## src/rtl/rv_regfile_pkg.sv

```systemverilog
// Shared constants for the register-file writeback arbiter and its scoreboard.
package rv_regfile_pkg;
  localparam int XLEN       = 32;
  localparam int NREG       = 32;
  localparam int REG_ADDR_W = 5;

  localparam logic [REG_ADDR_W-1:0] REG_ZERO = 5'd0;

  // Arbiter priority state encoding
  localparam logic [0:0] A_PRIO = 1'b0;
  localparam logic [0:0] B_PRIO = 1'b1;
endpackage

```

## src/rtl/regfile_scoreboard.sv

```systemverilog
// Pending-destination scoreboard for multi-cycle writebacks plus decode hazard lookups.
module regfile_scoreboard
  import rv_regfile_pkg::*;
(
  input  logic                  clk,
  input  logic                  reset,
  input  logic                  set_en,
  input  logic [REG_ADDR_W-1:0] set_addr,
  input  logic                  clr_en,
  input  logic [REG_ADDR_W-1:0] clr_addr,
  input  logic                  out_en,
  input  logic [REG_ADDR_W-1:0] out_addr,
  input  logic [REG_ADDR_W-1:0] rs1_addr,
  input  logic [REG_ADDR_W-1:0] rs2_addr,
  output logic [NREG-1:0]       pending,
  output logic                  rs1_hazard,
  output logic                  rs2_hazard
);
  logic [NREG-1:0] pending_q;
  logic [NREG-1:0] pending_d;

  // Clear first so a same-cycle set of the same register wins
  always_comb begin
    pending_d = pending_q;
    if (clr_en) begin
      pending_d[clr_addr] = 1'b0;
    end else begin
      pending_d = pending_d;
    end
    if (set_en && (set_addr != REG_ZERO)) begin
      pending_d[set_addr] = 1'b1;
    end else begin
      pending_d = pending_d;
    end
    pending_d[0] = 1'b0;
  end

  always_ff @(posedge clk) begin
    if (reset) begin
      pending_q <= {NREG{1'b0}};
    end else begin
      pending_q <= pending_d;
    end
  end

  // The output-stage write only lands in the register file at the end of its cycle
  always_comb begin
    rs1_hazard = (rs1_addr != REG_ZERO) &&
                 (pending_q[rs1_addr] || (out_en && (out_addr == rs1_addr)));
    rs2_hazard = (rs2_addr != REG_ZERO) &&
                 (pending_q[rs2_addr] || (out_en && (out_addr == rs2_addr)));
  end

  assign pending = pending_q;
endmodule

```

## src/rtl/regfile_wb_arbiter.sv

```systemverilog
// Shares the register-file write port between a single-cycle (A) and a multi-cycle (B) writeback path.
module regfile_wb_arbiter
  import rv_regfile_pkg::*;
#(
  parameter int MAX_WAIT = 3
) (
  input  logic                  clk,
  input  logic                  reset,
  input  logic                  a_valid,
  input  logic [REG_ADDR_W-1:0] a_addr,
  input  logic [XLEN-1:0]       a_data,
  output logic                  a_ready,
  input  logic                  b_valid,
  input  logic [REG_ADDR_W-1:0] b_addr,
  input  logic [XLEN-1:0]       b_data,
  output logic                  b_ready,
  input  logic                  b_issue_valid,
  input  logic [REG_ADDR_W-1:0] b_issue_addr,
  output logic                  b_issue_ready,
  input  logic [REG_ADDR_W-1:0] rs1_addr,
  input  logic [REG_ADDR_W-1:0] rs2_addr,
  output logic                  rs1_hazard,
  output logic                  rs2_hazard,
  output logic [REG_ADDR_W-1:0] write_reg_addr,
  output logic [XLEN-1:0]       write_data,
  output logic                  reg_write_en
);
  localparam logic [3:0] MAX_WAIT_C = 4'(MAX_WAIT);

  logic [0:0]            state_q, state_d;
  logic [3:0]            wait_q, wait_d;
  logic                  wen_q, wen_d;
  logic [REG_ADDR_W-1:0] waddr_q, waddr_d;
  logic [XLEN-1:0]       wdata_q, wdata_d;
  logic [NREG-1:0]       pending;
  logic                  a_free_s;
  logic                  issue_acc_s;

  // A is held back while B still owes a write to the same register (WAW)
  always_comb begin
    a_free_s = !pending[a_addr];
    a_ready  = 1'b0;
    b_ready  = 1'b0;
    case (state_q)
      A_PRIO: begin
        a_ready = a_valid && a_free_s;
        b_ready = b_valid && !a_ready;
      end
      B_PRIO: begin
        b_ready = b_valid;
        a_ready = a_valid && !b_valid && a_free_s;
      end
      default: begin
        a_ready = 1'b0;
        b_ready = 1'b0;
      end
    endcase
  end

  always_comb begin
    if (b_ready) begin
      wait_d = 4'd0;
    end else if (b_valid && (wait_q != 4'd15)) begin
      wait_d = wait_q + 4'd1;
    end else begin
      wait_d = wait_q;
    end
    case (state_q)
      A_PRIO:  state_d = (wait_d == MAX_WAIT_C) ? B_PRIO : A_PRIO;
      B_PRIO:  state_d = b_ready ? A_PRIO : B_PRIO;
      default: state_d = A_PRIO;
    endcase
  end

  // x0 writes are consumed but never enabled on the port
  always_comb begin
    if (a_ready) begin
      wen_d   = (a_addr != REG_ZERO);
      waddr_d = a_addr;
      wdata_d = a_data;
    end else if (b_ready) begin
      wen_d   = (b_addr != REG_ZERO);
      waddr_d = b_addr;
      wdata_d = b_data;
    end else begin
      wen_d   = 1'b0;
      waddr_d = waddr_q;
      wdata_d = wdata_q;
    end
  end

  always_ff @(posedge clk) begin
    if (reset) begin
      state_q <= A_PRIO;
      wait_q  <= 4'd0;
      wen_q   <= 1'b0;
      waddr_q <= REG_ZERO;
      wdata_q <= {XLEN{1'b0}};
    end else begin
      state_q <= state_d;
      wait_q  <= wait_d;
      wen_q   <= wen_d;
      waddr_q <= waddr_d;
      wdata_q <= wdata_d;
    end
  end

  assign b_issue_ready  = (b_issue_addr == REG_ZERO) || !pending[b_issue_addr];
  assign issue_acc_s    = b_issue_valid && b_issue_ready;
  assign reg_write_en   = wen_q;
  assign write_reg_addr = waddr_q;
  assign write_data     = wdata_q;

  regfile_scoreboard u_scoreboard (
    .clk        (clk),
    .reset      (reset),
    .set_en     (issue_acc_s),
    .set_addr   (b_issue_addr),
    .clr_en     (b_ready),
    .clr_addr   (b_addr),
    .out_en     (wen_q),
    .out_addr   (waddr_q),
    .rs1_addr   (rs1_addr),
    .rs2_addr   (rs2_addr),
    .pending    (pending),
    .rs1_hazard (rs1_hazard),
    .rs2_hazard (rs2_hazard)
  );
endmodule

```

## config.mk

```make
export PLATFORM = sky130hd
export DESIGN_NAME = regfile_wb_arbiter
export DESIGN_NICKNAME = d
export VERILOG_FILES = /design/src/rtl/rv_regfile_pkg.sv /design/src/rtl/regfile_scoreboard.sv /design/src/rtl/regfile_wb_arbiter.sv
export SDC_FILE = /design/constraint.sdc
export NUM_CORES = 1
export LEC_CHECK = 0
export CAP_MARGIN = 20
export CELL_PAD_IN_SITES_DETAIL_PLACEMENT = 1
export CELL_PAD_IN_SITES_GLOBAL_PLACEMENT = 2
export CORE_ASPECT_RATIO = 2
export CORE_MARGIN = 10
export CORE_UTILIZATION = 44
export CTS_CLUSTER_DIAMETER = 120
export DETAILED_ROUTE_END_ITERATION = 12
export DONT_BUFFER_PORTS = 1
export PLACE_DENSITY_LB_ADDON = 0.1
export SLEW_MARGIN = 20
export SYNTH_ARGS = -nofsm -noshare
export SYNTH_HDL_FRONTEND = slang
export SYNTH_SLANG_ARGS = --single-unit
```

## constraint.sdc

```tcl
create_clock -name clk -period 6.55 [get_ports clk]
set_input_delay 0.3275 -clock clk [delete_from_list [all_inputs] [get_ports clk]]
set_output_delay 0.3275 -clock clk [all_outputs]
set_load 0.01 [all_outputs]
```

==> results.ini <==
[outcome]
status = completed

[worst_setup_path]
start_kind = register
worstSetupEndpointType = output port
rrSetupSlack_ns = 3.43
path_cells = mux2_2 -> a221oi_1 -> o311a_1 -> o41ai_4 -> buf_4 -> o21ai_4 -> inv_2
worstPathMaxFanout = 42
crit_slowest_cell = o21ai_4
r2r-end = u_scoreboard.pending[4]
rr_worst_depth = 8
slowest_delay_ns = 0.72
crit_type = reg -> out
crit_required_ns = 6.22
r2r-start = u_scoreboard.pending[5]
crit_arrival_ns = 3.05

[cts]
post_cts_resized = 0
hold_buffers = 0
h-tree-depth = 3
cts_made_buffers = 9
insertion_delay_ns = 0.34
clockBufferDepth = 2
cts.clk_slew.worst_paths_ns = 0.06
cts_tree = yes
cts_root_buf = clkbuf_16
clkSinkCount = 74
post-cts-setup-buffer-count = 0

[logic_synthesis]
synth.avg_cell_area_um2 = 10.7
syn_inst = 503
ys_seq_elements = 74
synth_area_leaders = dfxtp_1 28%, mux4_2 10%, mux2_4 8.1%, o221a_1 6.3%, o221a_2 4.4%
yosysWarnings = 0
seq_area_frac_synth_pct = 27.5
synth_nets = 598
synth_edf_count = 0
yosys.area.top_type = dfxtp_1
synth_top_area_share_pct = 27.5
synth_flop_cell = dfxtp_1
synthArstFlopShare_pct = 0
syn_area_um2 = 5390
ys_types = 64

[timing]
finalCriticalPeriod_ns = 3.38
fmax_ghz = 0.296
min_period_over_period_pct = 51.6
hold_viol = 0
finalMaxSlewViolations = 0
slew-limit-headroom_pct = 23.2
setup_viol = 0
tightestPinTransition_ns = 1.15
skew_ns = 0.00789
rsz0062_at_grt = false
tns_ns = 0

[min_path]
hold_class = in -> reg
worstHoldPathCells = 1
min-delay-start = reset
min_to = u_scoreboard.pending[13]

[drt]
wl_met1_mm = 6.35
wl_per_cell_um = 31.7
dr.pass1.iters = 4
finalWirelength_mm = 19.6
drt_iter0_drc = 231
ant_nets = 0
wl_met3_mm = 1.51
maxUsedRoutingLayer = met4
via_per_inst = 7.24
routed-wl-met2_mm = 10.5
via_count = 4464
drc_errors = 0

[floorplan]
boundaryPins = 137
fp.dieH_um = 176
die_x_um = 98.2
core_um2 = 12100
start_util_pct = 44.7
rows = 57
dieArea_um2 = 17300

[grt]
grt_overflow_total = 0
grtUsageTotal_pct = 21.8
antenna_found_initial = 0
grt_pass1_wl_mm = 29.8
grt_max_degree = 65
grt_pass1_vias = 4782

[place]
dp_hpwl_mm = 14.5
io_buffers = 0
place.gp.congestion = 0.963
place_area_um2 = 5170

[cells_and_area]
fin_area_um2 = 5490
n_antenna_cell = 0
area_delta_synth_final_pct = 1.97
nFillCells = 1330
drive_gt1_share_pct = 28.5
nNetsFinal = 561
utilization_pct = 45.6

[power_and_ir_drop]
p_per_area_nw_per_um2 = 220
peakVddDrop_uv = 150
power_leakage_nw = 1.90

[flow_run]
drv_cap = 0

==> synthesized netlist by cell type, types with 3 or more instances <==
master / n
nor3_1: 15
a41oi_1: 9
nor3b_1: 3
o221a_1: 30
buf_1: 4
nand3_1: 8
o22ai_1: 3
mux2i_1: 11
and2_1: 3
a21oi_1: 10
o221a_2: 21
o2111ai_1: 4
o211ai_1: 4
a22oi_1: 4
clkbuf_8: 10
a211oi_1: 5
buf_12: 4
xor2_1: 10
o31a_2: 22
nand3b_1: 11
nor2b_1: 7
inv_1: 5
dfxtp_1: 74
and3_1: 3
o21ai_0: 14
mux2_4: 29
mux4_2: 25
buf_6: 6
mux2_2: 7
or4_1: 3
nand2_1: 25
nor4_1: 10
buf_2: 5
nor2_1: 24
a221oi_1: 3
o31a_1: 10
xnor2_1: 3
a32o_1: 4
nand2b_1: 6
clkbuf_1: 20
==> area by class of cell <==
cell class              instances  area (um2)  area share (%)
clock buffers                  11         243            4.42
well taps                     147         184            3.35
clock inverters                 4        52.6           0.957
multi-input cells             371        3480            63.4
inverters                       7        27.5           0.501
repair buffers                  3        22.5           0.410
flip-flops and latches         74        1480            27.0
==> worst max-delay path, delay by kind of cell, from the launching register on <==
family | cells | cell delay [ns]
AO/OA/AOI/OAI | 4 | 1.38
flip-flops | 1 | 0.36
buffers and inverters | 2 | 0.67
multiplexers | 1 | 0.29
==> routing by layer <==
metal	track usage, %	vias up
met5	0	-
met4	13.4	0
met3	6.89	56
met2	39.9	195
met1	20.4	2259
li1	-	1954
==> report_power, final <==
group	internal, W	total [W]	switching, W
Clock	0.000304	0.000503	0.000199
Combinational	0.000102	0.000195	0.0000926
Sequential	0.000476	0.000513	0.0000371
Total	0.000882	0.00121	0.000328
==> cell usage in the layout (no fill, tap or decap), drive strengths merged, types with 4 or more instances in the layout <==
cell | Yosys | routed
a41oi | 9 | 9
nand3 | 8 | 8
clkbuf | 30 | 11
nor2 | 24 | 24
xor2 | 10 | 10
a21oi | 10 | 10
mux2i | 11 | 11
mux2 | 38 | 38
o211ai | 4 | 4
inv | 7 | 6
mux4 | 25 | 25
nand2b | 6 | 6
dfxtp | 74 | 74
o21ai | 16 | 16
clkinv | 0 | 4
nor3 | 17 | 17
o221a | 51 | 51
nor2b | 7 | 7
nand2 | 25 | 25
a32o | 4 | 4
a22oi | 4 | 4
nor4 | 10 | 10
nand3b | 11 | 11
o2111ai | 4 | 4
o31a | 32 | 32
a211oi | 5 | 5
==> cells by family (layout without fill, tap and decap cells) <==
logic type               Yosys count  in the layout  share of synthesized area, %
flip-flops                        74             74                          27.5
buffers and inverters             58             25                          8.25
XOR/XNOR                          13             13                          2.11
multiplexers                      74             74                          22.5
adder cells (fa/ha/maj)            1              1                         0.232
AND/OR/NAND/NOR                  129            129                          13.0
AO/OA/AOI/OAI                    154            154                          26.4
==> flip-flops by register name (all words and copies together), names as in the netlist <==
signal	cells
write_data	32
write_reg_addr	5
wait_q	4
reg_write_en	1
u_scoreboard.pending	31
state_q	1
==> through the flow <==
step                      cells  hold slack [ns]  total power [W]  setup slack (ns)
after floorplan             503            0.463         0.000707              4.07
after global placement      602            0.405         0.000712              3.54
after detailed placement    602            0.407         0.000717              3.45
after CTS                   617           0.0520          0.00122              3.19
after global routing        617           0.0463          0.00126              3.00
final                       617           0.0592          0.00121              3.17
==> how the worst max path moves through the flow <==
stage,start,slack [ns],end
6_report,u_scoreboard.pending[5],3.17,b_ready
5_1_grt,u_scoreboard.pending[4],3.00,b_ready
4_1_cts,u_scoreboard.pending[5],3.19,b_ready
3_5_place_dp,a_addr[0],3.45,u_scoreboard.pending[21]
3_3_place_gp,a_addr[0],3.54,u_scoreboard.pending[31]
2_1_floorplan,b_issue_addr[0],4.07,b_issue_ready
Power figures use the tool's default switching activity.
